### src/rtl/midi_voice_pkg.sv
// midi_voice_pkg: shared event encodings, state enums and counter widths for the voice allocator
package midi_voice_pkg;
    localparam logic [1:0] EV_NONE    = 2'b00;
    localparam logic [1:0] EV_ON      = 2'b01;
    localparam logic [1:0] EV_OFF     = 2'b10;
    localparam logic [1:0] EV_ALL_OFF = 2'b11;
    localparam int AGE_W   = 8;
    localparam int STEAL_W = 16;
    typedef enum logic [1:0] {V_IDLE, V_HELD, V_REL} vstate_t;
    typedef enum logic {S_WAIT, S_COMMIT} fsm_t;
endpackage

### src/rtl/voice_pick.sv
// voice_pick: chooses the voice a note-on lands on (retrigger, idle, oldest releasing, oldest held)
module voice_pick
    import midi_voice_pkg::*;
#(
    parameter int N_VOICE = 4,
    parameter int IW      = 2
) (
    input  vstate_t [N_VOICE-1:0]            st,
    input  logic    [N_VOICE-1:0][6:0]       note,
    input  logic    [N_VOICE-1:0][AGE_W-1:0] age,
    input  logic    [6:0]                    ev_note,
    output logic    [IW-1:0]                 sel,
    output logic                             steal
);
    logic hit_a, hit_b, hit_c, hit_d;
    logic [IW-1:0] a_idx, b_idx, c_idx, d_idx;
    logic [AGE_W-1:0] c_age, d_age;
    // Scanning downward with >= leaves the lowest index on every tie
    always_comb begin
        hit_a = 1'b0;
        hit_b = 1'b0;
        hit_c = 1'b0;
        hit_d = 1'b0;
        a_idx = '0;
        b_idx = '0;
        c_idx = '0;
        d_idx = '0;
        c_age = '0;
        d_age = '0;
        for (int i = N_VOICE - 1; i >= 0; i--) begin
            if (st[i] != V_IDLE && note[i] == ev_note) begin
                hit_a = 1'b1;
                a_idx = IW'(i);
            end
            if (st[i] == V_IDLE) begin
                hit_b = 1'b1;
                b_idx = IW'(i);
            end
            if (st[i] == V_REL && (!hit_c || age[i] >= c_age)) begin
                hit_c = 1'b1;
                c_idx = IW'(i);
                c_age = age[i];
            end
            if (st[i] == V_HELD && (!hit_d || age[i] >= d_age)) begin
                hit_d = 1'b1;
                d_idx = IW'(i);
                d_age = age[i];
            end
        end
        sel   = hit_a ? a_idx : hit_b ? b_idx : hit_c ? c_idx : d_idx;
        steal = !hit_a && !hit_b && !hit_c && hit_d;
    end
endmodule

### src/rtl/midi_voice_alloc.sv
// midi_voice_alloc: maps decoded MIDI note events onto a pool of synth voices with release timing and stealing
module midi_voice_alloc
    import midi_voice_pkg::*;
#(
    parameter int N_VOICE   = 4,
    parameter int REL_TICKS = 16
) (
    input  logic                   clk,
    input  logic                   reset,
    input  logic                   ev_valid,
    output logic                   ev_ready,
    input  logic [1:0]             ev_type,
    input  logic [6:0]             ev_note,
    input  logic [6:0]             ev_vel,
    input  logic                   tick,
    output logic [N_VOICE-1:0]     voice_gate,
    output logic [N_VOICE-1:0]     voice_active,
    output logic [N_VOICE-1:0]     voice_trig,
    output logic [7*N_VOICE-1:0]   voice_note,
    output logic [7*N_VOICE-1:0]   voice_vel,
    output logic [STEAL_W-1:0]     steal_cnt
);
    localparam int IW = N_VOICE > 1 ? $clog2(N_VOICE) : 1;
    localparam int RW = $clog2(REL_TICKS + 1);
    fsm_t fsm;
    logic [1:0] lt;
    logic [6:0] ln, lv;
    vstate_t [N_VOICE-1:0] vst;
    logic [N_VOICE-1:0][6:0] note, vel;
    logic [N_VOICE-1:0][AGE_W-1:0] age;
    logic [N_VOICE-1:0][RW-1:0] rel;
    logic [IW-1:0] sel, off_idx;
    logic steal, off_hit, do_on, do_off, do_all;
    voice_pick #(.N_VOICE(N_VOICE), .IW(IW)) u_pick (
        .st(vst),
        .note(note),
        .age(age),
        .ev_note(ln),
        .sel(sel),
        .steal(steal)
    );
    assign ev_ready   = fsm == S_WAIT;
    assign do_on      = fsm == S_COMMIT && lt == EV_ON && lv != '0;
    assign do_off     = fsm == S_COMMIT && (lt == EV_OFF || (lt == EV_ON && lv == '0));
    assign do_all     = fsm == S_COMMIT && lt == EV_ALL_OFF;
    assign voice_note = note;
    assign voice_vel  = vel;
    always_comb begin
        voice_gate   = '0;
        voice_active = '0;
        off_hit      = 1'b0;
        off_idx      = '0;
        for (int i = N_VOICE - 1; i >= 0; i--) begin
            voice_gate[i]   = vst[i] == V_HELD;
            voice_active[i] = vst[i] != V_IDLE;
            if (vst[i] == V_HELD && note[i] == ln) begin
                off_hit = 1'b1;
                off_idx = IW'(i);
            end
        end
    end
    // A voice picked by note-on wins over any release update landing in the same cycle
    always_ff @(posedge clk or posedge reset) begin
        if (reset) begin
            fsm        <= S_WAIT;
            lt         <= EV_NONE;
            ln         <= '0;
            lv         <= '0;
            note       <= '0;
            vel        <= '0;
            age        <= '0;
            rel        <= '0;
            voice_trig <= '0;
            steal_cnt  <= '0;
            for (int i = 0; i < N_VOICE; i++) vst[i] <= V_IDLE;
        end else begin
            fsm <= (fsm == S_WAIT && ev_valid) ? S_COMMIT : S_WAIT;
            if (ev_valid && ev_ready) begin
                lt <= ev_type;
                ln <= ev_note;
                lv <= ev_vel;
            end
            if (do_on && steal && steal_cnt != '1) steal_cnt <= steal_cnt + 1'b1;
            for (int i = 0; i < N_VOICE; i++) begin
                voice_trig[i] <= do_on && sel == IW'(i);
                if (do_on && sel == IW'(i)) begin
                    vst[i]  <= V_HELD;
                    note[i] <= ln;
                    vel[i]  <= lv;
                    age[i]  <= '0;
                end else begin
                    if (do_on && vst[i] != V_IDLE && age[i] != '1) age[i] <= age[i] + 1'b1;
                    if ((do_off && off_hit && off_idx == IW'(i)) || (do_all && vst[i] == V_HELD)) begin
                        vst[i] <= V_REL;
                        rel[i] <= RW'(REL_TICKS);
                    end else if (tick && vst[i] == V_REL) begin
                        rel[i] <= rel[i] > RW'(1) ? rel[i] - 1'b1 : '0;
                        if (rel[i] <= RW'(1)) vst[i] <= V_IDLE;
                    end
                end
            end
        end
    end
endmodule

### config.mk
export PLATFORM = sky130hd
export DESIGN_NAME = midi_voice_alloc
export DESIGN_NICKNAME = d
export VERILOG_FILES = /design/src/rtl/midi_voice_pkg.sv /design/src/rtl/voice_pick.sv /design/src/rtl/midi_voice_alloc.sv
export SDC_FILE = /design/constraint.sdc
export NUM_CORES = 1
export LEC_CHECK = 0
export CORE_MARGIN = 1
export CORE_UTILIZATION = 30
export DETAILED_ROUTE_END_ITERATION = 8
export HOLD_SLACK_MARGIN = 0.02
export PLACE_DENSITY = 0.48
export SYNTH_ARGS = -nofsm -noshare
export SYNTH_HDL_FRONTEND = slang
export SYNTH_SLANG_ARGS = --single-unit
### constraint.sdc
create_clock -name clk -period 7.65 [get_ports clk]
set_clock_uncertainty 0.15 [all_clocks]
set_input_delay 1.1475 -clock clk [delete_from_list [all_inputs] [get_ports clk]]
set_output_delay 1.1475 -clock clk [all_outputs]
set_load 0.02 [all_outputs]
# Yosys cells after proc, flatten, opt, wreduce, memory -nomap -nowiden
# Cells that the tools add are included.
[word_totals]
out_inout_bits = 85
ramBits = 0
word_cells = 272
reg_bits = 153
rom_bits = 0
input_bits = 20
mem_count = 0
latch_bits = 0
[classes]
n_mux = 86
n_addsub = 9
n_reduce_logical = 106
multipliers = 0
div_mod_pow = 0
bitwise = 5
n_eq_ne = 26
magnitude_cmp = 14
shifts = 0
[ops]
columns = ["cell", "count"]
rows = [
  ["8-bit two-way mux", 14],
  ["2-bit two-way mux", 39],
  ["5-bit two-way mux", 12],
  ["1-bit logical AND", 50],
  ["8-bit greater-or-equal comparator", 6],
  ["8-bit by 1-bit adder with 8-bit output (second input constant)", 4],
  ["8-bit != test (second input constant)", 4],
  ["7-bit equality test", 4],
  ["2-bit nonzero test", 12],
  ["3-bit nonzero test", 8],
  ["1-bit two-way mux", 21],
  ["2-bit equality test (second input constant)", 10],
  ["5-bit by 1-bit > comparator with 1-bit output (second input constant)", 4],
  ["5-bit by 1-bit <= comparator with 1-bit output (second input constant)", 4],
  ["5-bit by 1-bit subtractor with 5-bit output (second input constant)", 4],
  ["16-bit by 1-bit adder with 16-bit output (second input constant)", 1],
  ["16-bit != test (second input constant)", 1],
  ["2-bit AND reduction", 8],
  ["2-bit by 1-bit equality test with 1-bit output (second input constant)", 7],
  ["2-bit zero test", 6],
  ["1-bit logical OR", 11],
  ["1-bit zero test", 9],
  ["7-bit zero test", 1],
  ["7-bit nonzero test", 1],
  ["1-bit inverter", 5],
]

# Longest topological paths before layout
# Gate-level depths: netlist (run 1).
[logic_depth]
word_depth = 21
mapped_depth = 32

# Modules after synthesis
# Synthesis (run 1) repeated with hierarchy kept, for this count alone.
[hier_totals]
cells_unflattened = 926
area_unflattened_um2 = 9561.7
[modules_own_cells]
columns = ["module", "area_per_inst_um2", "instances", "cells_per_inst", "seq_area_each_um2"]
rows = [
  ["midi_voice_alloc", 7427.1, 1, 654, 3828.7],
  ["voice_pick", 2134.5, 1, 272, 0.0],
]

# Least setup slack after synthesis (run 1)
# OpenSTA, ideal clock, no wires.
[synth_timing]
path_kind = "register to register"
startpoint = "register vst[6] (netlist bit)"
endpoint = "register note (netlist bit voice_note[21])"
period_less_slack_ns = 6.188
path_stages_with_launch = 30
setup_ns = 0.125
n_path_buf = 5
t_arrival_ns = 5.913
required_ns = 7.375
setup_slack_ns = 1.462
path_cell_list = "dfrtp_1 nor2b_4 clkbuf_1 nand2_1 ha_1 nand3_1 o221ai_1 a21oi_1 nor2_1 clkbuf_1 nor2_1 a21oi_1 ha_1 a21oi_1 a21boi_0 o31a_1 nor2_1 clkbuf_1 o21ai_0 ha_1 a211oi_1 o21ai_0 a21oi_1 or4b_1 a21boi_1 o211ai_1 or2_1 buf_6 buf_6 mux2_4"
[synth_between]
elab_chain_cells = 19
elab_cells_between_ends = 71
cone_classes = "6 x order compare; 3 x eq/ne; 40 x mux; 22 x reduce/logical"
[synth_rtl]
columns = ["item", "line_no", "rtl"]
rows = [
  ["from (decl)", "midi_voice_alloc.sv:28", "vstate_t [N_VOICE-1:0] vst;"],
  ["from (signal, indexed assignment)", "midi_voice_alloc.sv:87", "vst[i] <= V_HELD;"],
  ["from (signal, indexed assignment)", "midi_voice_alloc.sv:94", "vst[i] <= V_REL;"],
  ["from (signal, indexed assignment)", "midi_voice_alloc.sv:98", "if (rel[i] <= RW'(1)) vst[i] <= V_IDLE;"],
  ["2-bit by 1-bit equality test with 1-bit output / 2-bit equality test (equally long branches)", "voice_pick.sv:44, voice_pick.sv:39", ""],
  ["8-bit two-way mux (tied with other cells)", "voice_pick.sv:44", "if (st[i] == V_HELD && (!hit_d || age[i] >= d_age)) begin"],
  ["8-bit greater-or-equal comparator (tied with other cells)", "voice_pick.sv:44", ""],
  ["1-bit logical OR, on equally long branches", "voice_pick.sv:44, voice_pick.sv:39", ""],
  ["1-bit logical AND, on equally long branches", "voice_pick.sv:44, voice_pick.sv:39", ""],
  ["8-bit two-way mux (tied with other cells)", "voice_pick.sv:44", ""],
  ["8-bit greater-or-equal comparator (tied with other cells)", "voice_pick.sv:44", ""],
  ["1-bit logical OR, on equally long branches", "voice_pick.sv:44, voice_pick.sv:39", ""],
  ["[2 not listed]", "-", ""],
  ["8-bit greater-or-equal comparator (tied with other cells)", "voice_pick.sv:44", ""],
  ["1-bit logical OR, on equally long branches", "voice_pick.sv:44, voice_pick.sv:39", ""],
  ["1-bit logical AND, on equally long branches", "voice_pick.sv:44, voice_pick.sv:39", ""],
  ["2-bit two-way mux (tied with other cells)", "voice_pick.sv:44", ""],
  ["2-bit two-way mux (2 in series)", "voice_pick.sv:50", "sel = hit_a ? a_idx : hit_b ? b_idx : hit_c ? c_idx : d_idx;"],
  ["2-bit two-way mux *", "voice_pick.sv:50", ""],
  ["2-bit equality test *", "midi_voice_alloc.sv:86", "if (do_on && sel == IW'(i)) begin"],
  ["1-bit logical AND *", "midi_voice_alloc.sv:86", ""],
  ["to (signal, indexed assignment)", "midi_voice_alloc.sv:88", "note[i] <= ln;"],
  ["to (decl)", "midi_voice_alloc.sv:29", "logic [N_VOICE-1:0][6:0] note, vel;"],
]
# Every way passes the cells marked *; elsewhere a longest branch is shown, timed or not.
# A chain may end at the register's enable or synchronous reset.

# Worst setup path in the final report (run 1)
[layout_timing]
startpoint = "register vst[6] (netlist bit)"
endpoint = "register vel (netlist bit voice_vel[21])"
[layout_between]
elab_chain_cells = 19
elab_cells_between_ends = 71
cone_classes = "6 x order compare; 3 x eq/ne; 40 x mux; 22 x reduce/logical"
[layout_rtl]
columns = ["item", "line_no", "rtl"]
rows = [
  ["2-bit by 1-bit equality test with 1-bit output / 2-bit equality test (equally long branches)", "voice_pick.sv:44, voice_pick.sv:39", ""],
  ["8-bit two-way mux (tied with other cells)", "voice_pick.sv:44", ""],
  ["8-bit greater-or-equal comparator (tied with other cells)", "voice_pick.sv:44", ""],
  ["1-bit logical OR, on equally long branches", "voice_pick.sv:44, voice_pick.sv:39", ""],
  ["1-bit logical AND, on equally long branches", "voice_pick.sv:44, voice_pick.sv:39", ""],
  ["8-bit two-way mux (tied with other cells)", "voice_pick.sv:44", ""],
  ["8-bit greater-or-equal comparator (tied with other cells)", "voice_pick.sv:44", ""],
  ["1-bit logical OR, on equally long branches", "voice_pick.sv:44, voice_pick.sv:39", ""],
  ["[2 not listed]", "-", ""],
  ["8-bit greater-or-equal comparator (tied with other cells)", "voice_pick.sv:44", ""],
  ["1-bit logical OR, on equally long branches", "voice_pick.sv:44, voice_pick.sv:39", ""],
  ["1-bit logical AND, on equally long branches", "voice_pick.sv:44, voice_pick.sv:39", ""],
  ["2-bit two-way mux (tied with other cells)", "voice_pick.sv:44", ""],
  ["2-bit two-way mux (2 in series)", "voice_pick.sv:50", ""],
  ["2-bit two-way mux *", "voice_pick.sv:50", ""],
  ["2-bit equality test *", "midi_voice_alloc.sv:86", ""],
  ["1-bit logical AND *", "midi_voice_alloc.sv:86", ""],
  ["to (signal, indexed assignment)", "midi_voice_alloc.sv:89", "vel[i] <= lv;"],
  ["to (decl)", "midi_voice_alloc.sv:29", ""],
]
# Marks and branches as above.

==> results of run 1 <==
## through the flow
step	std cells	total power, mW	cell area (sq um)
global route	1388	4.38	11100
global placement	1356	3.24	10500
detailed placement	1356	3.24	10500
floorplan	887	2.56	9120
finish	1388	4.09	11100
CTS	1388	4.14	11100
## final timing paths
kind | startpoint | endpoint | slack (ns) | depth (start not counted)
worst max-delay path | vst[6] | voice_vel[21] | 0.53 | 22
worst min-delay path | voice_vel[5] | voice_vel[5] | 0.35 | 1
worst max register to register | vst[6] | voice_vel[21] | 0.53 | 22
worst min register to register | voice_vel[5] | voice_vel[5] | 0.35 | 1
max in group asynchronous | reset | voice_vel[21] | 4.88 | 3
min in group asynchronous | reset | steal_cnt[9] | 1.14 | 2
## cells in the final DEF (no fill, tap or decap), types with 6 or more instances in the layout
cell type          n
or3_1              7
buf_4              8
clkinv_8           6
mux2_1            11
nor3_1            19
mux2_2            36
o211ai_1           6
mux2_4            29
clkbuf_16         17
clkdlybuf4s50_1  104
dfrtp_1          153
nor2_1            94
o22ai_1            7
inv_1             45
nand4_1           18
xor2_1            33
nand2b_1           6
ha_1              61
and3_1             8
nand2_1           69
nor2b_1            8
nand3_1           23
o21ai_0           42
xnor2_1           35
a21oi_1           40
## critical path: cells and delay by family (launching register included)
kind	cells	cell delay (ns)
AO/OA/AOI/OAI	10	3.09
adder cells (fa/ha/maj)	3	0.89
buffers and inverters	1	0.32
flip-flops	1	0.46
multiplexers	2	0.76
AND/OR/NAND/NOR	6	1.30
## routing by layer
| metal | vias up | global-route usage, % | share of wire [%] |
|---|---|---|---|
| met1 | 3371 | 20.9 | 47 |
| li1 | 3348 | - | - |
| met4 | 0 | 4.45 | 1.1 |
| met2 | 138 | 25.4 | 47 |
| met3 | 16 | 4.09 | 5.2 |
| met5 | - | 0 | 0 |
## power by group through the flow
stage               registers [mW]  clock network (mW)  logic [mW]
finish                        1.33               0.863        1.89
global route                  1.38               0.918        2.08
CTS                           1.34               0.891        1.91
detailed placement            1.35                   0        1.90
global placement              1.35                   0        1.89
floorplan                     1.43                   0        1.14
## final cells by class
cell class / count / area (sq um)
clock buffer: 17 / 425
fill: 3022 / 18700
inverter: 49 / 189
sequential: 153 / 3830
tap: 390 / 488
clock inverter: 15 / 178
multi-input combinational: 652 / 4920
timing repair buffer: 112 / 1100
## flip-flops by register name (all words and copies together), names as in the netlist
| signal | count |
|---|---|
| voice_note | 28 |
| age | 32 |
| rel | 20 |
| lt | 2 |
| vst | 8 |
| fsm | 1 |
| ln | 7 |
| lv | 7 |
| voice_vel | 28 |
| voice_trig | 4 |
| steal_cnt | 16 |
## synth_stat cells, types with 5 or more instances
master and count:
a211oi_1 5, a21oi_1 40, a22o_1 5, and2_1 5, and3_1 8, buf_2 14, buf_6 5, clkbuf_1 9
dfrtp_1 153, ha_1 61, inv_1 46, mux2_1 11, mux2_2 36, mux2_4 29, nand2_1 69, nand2b_1 6
nand3_1 23, nand4_1 18, nor2_1 94, nor2b_1 9, nor3_1 19, nor4_1 5, o211ai_1 6, o21ai_0 42
o22ai_1 7, or3_1 7, xnor2_1 35, xor2_1 33
## cells by family after synthesis
logic type | after synthesis | synth area share (%)
adders and majority gates | 61 | 8.37
buffers and inverters | 82 | 4.10
and+or+nand+nor | 290 | 16.0
DFF | 153 | 42.0
xor gates and xnor gates | 68 | 6.53
muxes | 80 | 11.0
AOI/OAI and AO/OA | 153 | 12.0
==> metrics.yaml, run 1 <==
outcome:
  status: "finished clean"
clock_network:
  max-clock-path-buffers: 2
  post_cts_buffers: 0
  htree_levels: 4
  cts_root_buf: "clkbuf_16"
  cts_buffers: 17
  clk_latency_ns: 0.44
  cts_resized: 0
  cts.sinks: 153
  clk_pin_slew_ns: 0.07
  tritoncts: "built"
  cts_hold_buf: 0
floorplanning:
  ioPinCount: 105
  rows: 63
  chipWidth_um: 176
  start_util_pct: 30.6
  die_height_um: 176
  core-area_sq_mm: 0.0298
  die_area_sq_mm: 0.0311
place:
  place_congestion: 0.769
  hpwl_um: 17000
  dp_slack_ns: 0.582
  io_buffer_count: 104
power:
  seqPwrFrac_pct: 32.6
  p_sw_share_pct: 41.6
  max-vdd-ir-drop_mv: 0.201
  combPwrFrac_pct: 46.3
  p_int_mw: 2.39
  switchingPower_mw: 1.70
  leakage_nw: 4.98
  power_density_mw_per_mm2: 367
  clockPowerShare_pct: 21.1
sta:
  whs_ns: 0.350
  maxSlewViolCount: 0
  worst_slack_ns: 0.535
  setup_viol: 0
  worst_pin_slew_ns: 1.09
  relSlewSlack_pct: 27.2
  finalCritPeriodShare_pct: 93.0
  hold_viol_final: 0
  final.min_clock_period_ns: 7.12
  rsz0062_at_grt: "no"
  max_freq_ghz: 0.141
  tns_ns: 0
route:
  drt_iter0_drc: 307
  routed-via-count: 6873
  finalWirelength_um: 23500
  drc: 0
  first_pass_iters: 4
  wl_per_cell_um: 16.9
  ant_nets: 0
  routed_via_density: 4.95
synthesis:
  synth_cell_types: 81
  synth_top_area_share_pct: 42.0
  avgSynthCellArea_sq_um: 10.3
  syn_nets: 968
  yosys.area.top_type: "dfrtp_1"
  synth_edf_count: 0
  synthCells: 887
  netlist_area_sq_mm: 0.00912
  synth-seq-cells: 153
  ys_warn_count: 0
  synth_top_flop_cell: "dfrtp_1"
  synth_seq_area_share_pct: 42.0
  async_reset_ff_share_pct: 100
  synthTopCellsByArea: "dfrtp_1 42%, ha_1 8.4%, mux2_4 4.8%"
setup_path:
  slowest_stage: "o211ai_1"
  endpoint_kind: "flop"
  startpoint_type: "flop"
  cpPeakStageDelay_ns: 0.64
  crit_fanout: 16
  crit_type: "flop to flop"
  crit_arrival_ns: 7.28
  path_cells: "and2b_1, nand2_1, ha_1, o21ai_0, o21ai_0, a32o_2, mux2_2, ha_1, nand2b_4, a2111oi_4, nor3_1, o41ai_4, o21ai_0, ha_1, nand4_1, a211o_1, a22oi_1, o31ai_2, o211ai_1, or2_1, buf_4, mux2_2"
  cp.required_ns: 7.82
min_path:
  hp-class: "flop to flop"
final_layout:
  final_nets: 1066
  final_util_pct: 37.3
  syn_to_final_growth_pct: 22.0
  final_layout_size_suffix_gt1_share_pct: 13.5
  diodes: 0
grt:
  overflow: 0
  grt_pass1_vias: 6920
  grt_pass1_wl_um: 38100
  grtUsageTotal_pct: 15.8
  grt_max_degree: 97
  antenna_found_initial: 0
run:
  drv_cap: 0
(Power assumes the default switching activity.)
==> inputs of run 2 (changes only) <==
- REMOVE_ABC_BUFFERS: unset -> 1
- SYNTH_HIERARCHICAL: unset -> 1
==> metrics.yaml, run 2 <==
floorplanning:
  chipWidth_um: 181
  rows: 65
  start_util_pct: 30.4
  ioPinCount: 105
  die_height_um: 181
  die_area_sq_mm: 0.0326
  core-area_sq_mm: 0.0315
route:
  routed-via-count: 7230
  drt_iter0_drc: 299
  ant_nets: 0
  wl_per_cell_um: 17.5
  first_pass_iters: 4
  finalWirelength_um: 25200
  drc: 0
  routed_via_density: 5.01
setup_path:
  crit_fanout: 17
  path_buf_inv: 1
  cpPeakStageDelay_ns: 0.53
  timing.rr.start: "vst[7]"
  cp_top_family: "compound AO/OA/AOI/OAI gates"
  slowest_stage: "dfrtp_1"
  crit_arrival_ns: 7.18
  endpoint_kind: "flop"
  r2r_slack_ns: 0.68
  crit_type: "flop to flop"
  cp.required_ns: 7.86
  crit_path_start: "vst[7]"
  startpoint_type: "flop"
synthesis:
  async_reset_ff_share_pct: 100
  synth_edf_count: 0
  synth-seq-cells: 153
  synthCells: 926
  synth_seq_area_share_pct: 40.0
  synthTopCellsByArea: "dfrtp_1 40%, mux2_2 9.1%, ha_1 8.0%"
  netlist_area_sq_mm: 0.00956
  yosysMostFrequentCell: "dfrtp_1"
  yosys.area.top_type: "dfrtp_1"
  synth_commonest_cells: "153 x dfrtp_1, 78 x nand2_1, 77 x mux2_2"
  synth_top_area_share_pct: 40.0
  ys_warn_count: 6
  synth_top_flop_cell: "dfrtp_1"
  avgSynthCellArea_sq_um: 10.3
  synth_cell_types: 81
clock_network:
  post_cts_buffers: 0
  clk_latency_ns: 0.44
  cts.sinks: 153
  max-clock-path-buffers: 2
  clk_pin_slew_ns: 0.07
  cts_resized: 0
  cts_hold_buf: 0
  cts_buffers: 17
  tritoncts: "built"
  cts_root_buf: "clkbuf_16"
  htree_levels: 4
place:
  place_congestion: 0.834
  io_buffer_count: 104
  place_area_sq_mm: 0.0110
  placedCellCount: 1411
  hpwl_um: 18100
  dp_slack_ns: 0.507
sta:
  whs_ns: 0.336
  maxSlewViolCount: 0
  rsz0062_at_grt: "no"
  relSlewSlack_pct: 33.7
  max_freq_ghz: 0.143
  final.min_clock_period_ns: 6.97
  tns_ns: 0
  setup_viol: 0
  worst_slack_ns: 0.676
  worst_pin_slew_ns: 0.990
  finalCritPeriodShare_pct: 91.2
  hold_viol_final: 0
grt:
  grt_pass1_wl_um: 40900
  grt_max_degree: 83
  antenna_found_initial: 0
  overflow: 0
  grt_pass1_vias: 7279
  grtUsageTotal_pct: 16.0
outcome:
  status: "finished clean"
run:
  drv_cap: 0
power:
  leakage_nw: 4.87
  max-vdd-ir-drop_mv: 0.183
  power_density_mw_per_mm2: 365
  total_power_mw: 4.25
min_path:
  worst_hold_startpoint: "steal_cnt[9]"
  hp-class: "flop to flop"
final_layout:
  diodes: 0
  stdcell_count: 1443
  final_nets: 1109
  final_util_pct: 37.0
  final_area_sq_mm: 0.0117
  register_area_sq_mm: 0.00383
  final_common_cell: "dfrtp_1"
  multi_input_area_sq_mm: 0.00546
  largest_register_ffs: 32
  final_layout_size_suffix_gt1_share_pct: 15.3
  syn_to_final_growth_pct: 21.9
  fillers: 3062
  layout_common_cells: "153 x dfrtp_1, 104 x clkdlybuf4s50_1, 78 x nand2_1"
  regMostFlops: "age"
## run 2: cell count changes after synthesis, moves of 9 or more
cell	change
o21ai_1	+10
nand3_1	+10
nor4_1	+11
nor2_1	-42
xor2_1	+11
nor3_1	-9
mux2_2	+41
o21ai_0	-12
o21a_1	+9
nand4_1	+11
inv_1	-9
xnor2_1	+14
mux2_4	-20
nand2_1	+9
## run 2: layout make-up
| type | count | area share [%] |
|---|---|---|
| clock buffers | 18 | 3.68 |
| clock inverters | 14 | 1.59 |
| inverters | 37 | 1.23 |
| multi-input cells | 706 | 46.8 |
| flip-flops and latches | 153 | 32.8 |
| well taps | 402 | 4.32 |
| repair buffers | 113 | 9.51 |
## run 2: per-layer routing
metal	global-route usage, %	share of wire (%)	up-vias
li1	-	-	3556
met1	20.4	46	3533
met2	26.5	47	115
met3	3.44	4.0	26
met4	5.54	2.1	0
met5	0	0	-
## run 2: path summary, 6_finish.rpt
check                           endpoint  cells past startpoint
min reg2reg                 steal_cnt[9]                      1
min                         steal_cnt[9]                      1
max                              rel[17]                     25
max reg2reg                      rel[17]                     25
max in group asynchronous         age[5]                      3
min in group asynchronous  voice_vel[22]                      2
## run 2: logic make-up after synthesis
group / Yosys count / synth area share, %
muxes: 92 / 11.2
xor gates and xnor gates: 93 / 8.52
buffers and inverters: 67 / 3.17
DFF: 153 / 40.0
adders and majority gates: 62 / 8.09
and+or+nand+nor: 304 / 17.2
AOI/OAI and AO/OA: 155 / 11.8
## run 2: worst reg2reg max path: cells and delay by family (launching register included)
kind,cells,cell delay [ns]
AND/OR/NAND/NOR,6,1.94
flip-flops,1,0.53
multiplexers,1,0.35
AO/OA/AOI/OAI,14,2.85
adder cells (fa/ha/maj),3,0.93
buffers and inverters,1,0.16
## run 2: power by group
group          leakage, nW  internal, mW  switching (mW)  total (mW)
logic                 2.61         0.938           0.983        1.92
registers             1.97          1.06           0.371        1.43
clock network        0.296         0.523           0.379       0.902
total                 4.87          2.52            1.73        4.25
==> inputs of run 3 (changes only) <==
- CORE_UTILIZATION: 30 -> 55
- PLACE_DENSITY: 0.48 -> 0.78
==> metrics.yaml, run 3 (synthesized netlist as in run 2, its figures left out) <==
outcome:
  status: "finished clean"
clock_network:
  htree_levels: 4
  tritoncts: "built"
  cts_root_buf: "clkbuf_16"
  cts.sinks: 153
  max-clock-path-buffers: 2
  clk_latency_ns: 0.43
  cts_buffers: 17
  clk_pin_slew_ns: 0.08
sta:
  max_freq_ghz: 0.140
  rsz0062_at_grt: "no"
  setup_viol: 0
  hold_viol_final: 0
  maxSlewViolCount: 0
  final.min_clock_period_ns: 7.15
  whs_ns: 0.339
  worst_pin_slew_ns: 1.17
  finalCritPeriodShare_pct: 93.4
  relSlewSlack_pct: 21.7
  worst_slack_ns: 0.503
setup_path:
  cp_top_family: "compound AO/OA/AOI/OAI gates"
  cpPeakStageDelay_ns: 0.54
  crit_fanout: 17
  startpoint_type: "flop"
  path_buf_inv: 1
  crit_type: "flop to flop"
  cp.required_ns: 7.86
  crit_arrival_ns: 7.35
  slowest_stage: "dfrtp_1"
  endpoint_kind: "flop"
route:
  routed_via_density: 5.94
  routed-via-count: 7501
  finalWirelength_um: 22900
  first_pass_iters: 5
  wl_per_cell_um: 18.1
  drt_iter0_drc: 494
  drc: 0
  ant_nets: 0
power:
  max-vdd-ir-drop_mv: 0.266
  power_density_mw_per_mm2: 371
  leakage_nw: 4.89
  total_power_mw: 4.26
floorplanning:
  start_util_pct: 57.1
  die_height_um: 134
  die_area_sq_mm: 0.0179
  chipWidth_um: 134
  ioPinCount: 105
  core-area_sq_mm: 0.0168
  rows: 47
grt:
  gr-usage-met3_pct: 6.46
  gr-usage-met2_pct: 43.1
  grt_pass1_vias: 7660
  met1_usage_pct: 35.5
  grt_pass1_wl_um: 38200
  grtUsageTotal_pct: 26.8
  antenna_found_initial: 0
  busiest_layer: "met2"
  grt_max_degree: 81
  overflow: 0
final_layout:
  syn_to_final_growth_pct: 19.8
  multi_input_area_sq_mm: 0.00546
  regMostFlops: "age"
  final_nets: 1111
  diodes: 0
  fillers: 1318
  largest_register_ffs: 32
  final_area_sq_mm: 0.0115
  final_common_cell: "dfrtp_1"
  layout_common_cells: "153 x dfrtp_1, 104 x clkdlybuf4s50_1, 78 x nand2_1"
  register_area_sq_mm: 0.00383
  final_util_pct: 68.4
  final_layout_size_suffix_gt1_share_pct: 15.4
place:
  io_buffer_count: 104
  place_congestion: 0.845
  place_area_sq_mm: 0.0108
  hpwl_um: 16000
  dp_slack_ns: 0.372
run:
  drv_cap: 0
min_path:
  hp-class: "flop to flop"
==> run 3: cell count changes in the layout (fill, tap and decap cells not counted), sizes merged <==
cell | before | now
clkinv | 2 | 6
buf | 9 | 11
bufinv | 3 | 1
clkbuf | 18 | 17
clkinvlp | 2 | 1
==> run 3: what timing repair did <==
item	4_1_cts	5_1_grt
gates resized for setup	0	2
hold buffers	0	0
setup buffers	0	0
endpoints found under the setup margin	0	76
==> run 3: final cells by class <==
cell class	instances	share of cell area (%)
Sequential cell	153	33.4
Tap cell	220	2.40
Multi-Input combinational cell	706	47.7
Clock inverter	15	1.76
Clock buffer	17	3.71
Inverter	37	1.26
Timing Repair Buffer	115	9.81
==> run 3: worst register-to-register path: cells and delay by family, from the launching register on <==
kind | cells | cell delay (ns)
adder cells (fa/ha/maj) | 3 | 0.94
buffers and inverters | 1 | 0.15
AO/OA/AOI/OAI | 14 | 3.07
flip-flops | 1 | 0.54
AND/OR/NAND/NOR | 6 | 1.86
multiplexers | 1 | 0.35
==> run 3: path summary, 6_finish.rpt <==
| check | to | cells past startpoint | from | slack [ns] |
|---|---|---|---|---|
| max in group asynchronous | age[29] | 3 | reset | 4.86 |
| setup reg to reg | rel[17] | 25 | vst[7] | 0.50 |
| hold reg to reg | steal_cnt[5] | 1 | steal_cnt[5] | 0.34 |
| setup / recovery | rel[17] | 25 | vst[7] | 0.50 |
| min in group asynchronous | age[19] | 2 | reset | 1.06 |
| hold / removal | steal_cnt[5] | 1 | steal_cnt[5] | 0.34 |
==> run 3: through the flow <==
| step | TNS, ns | std cells |
|---|---|---|
| 2_1_floorplan | -32.22 | 896 |
| 3_3_place_gp | 0 | 1231 |
| 3_5_place_dp | 0 | 1231 |
| 4_1_cts | 0 | 1263 |
| 5_1_grt | 0 | 1263 |
| 6_report | 0 | 1263 |
==> run 3: where the power goes <==
| group | internal, mW | switching [mW] |
|---|---|---|
| combinational | 0.944 | 1.01 |
| clock | 0.475 | 0.401 |
| sequential | 1.06 | 0.368 |
| total | 2.48 | 1.78 |
==> run 3: layer usage <==
metal | wire length (um) | vias up
met1 | 10200 | 3686
met4 | 456 | 0
met3 | 1330 | 39
met2 | 10900 | 214
met5 | 0 | -
li1 | - | 3562
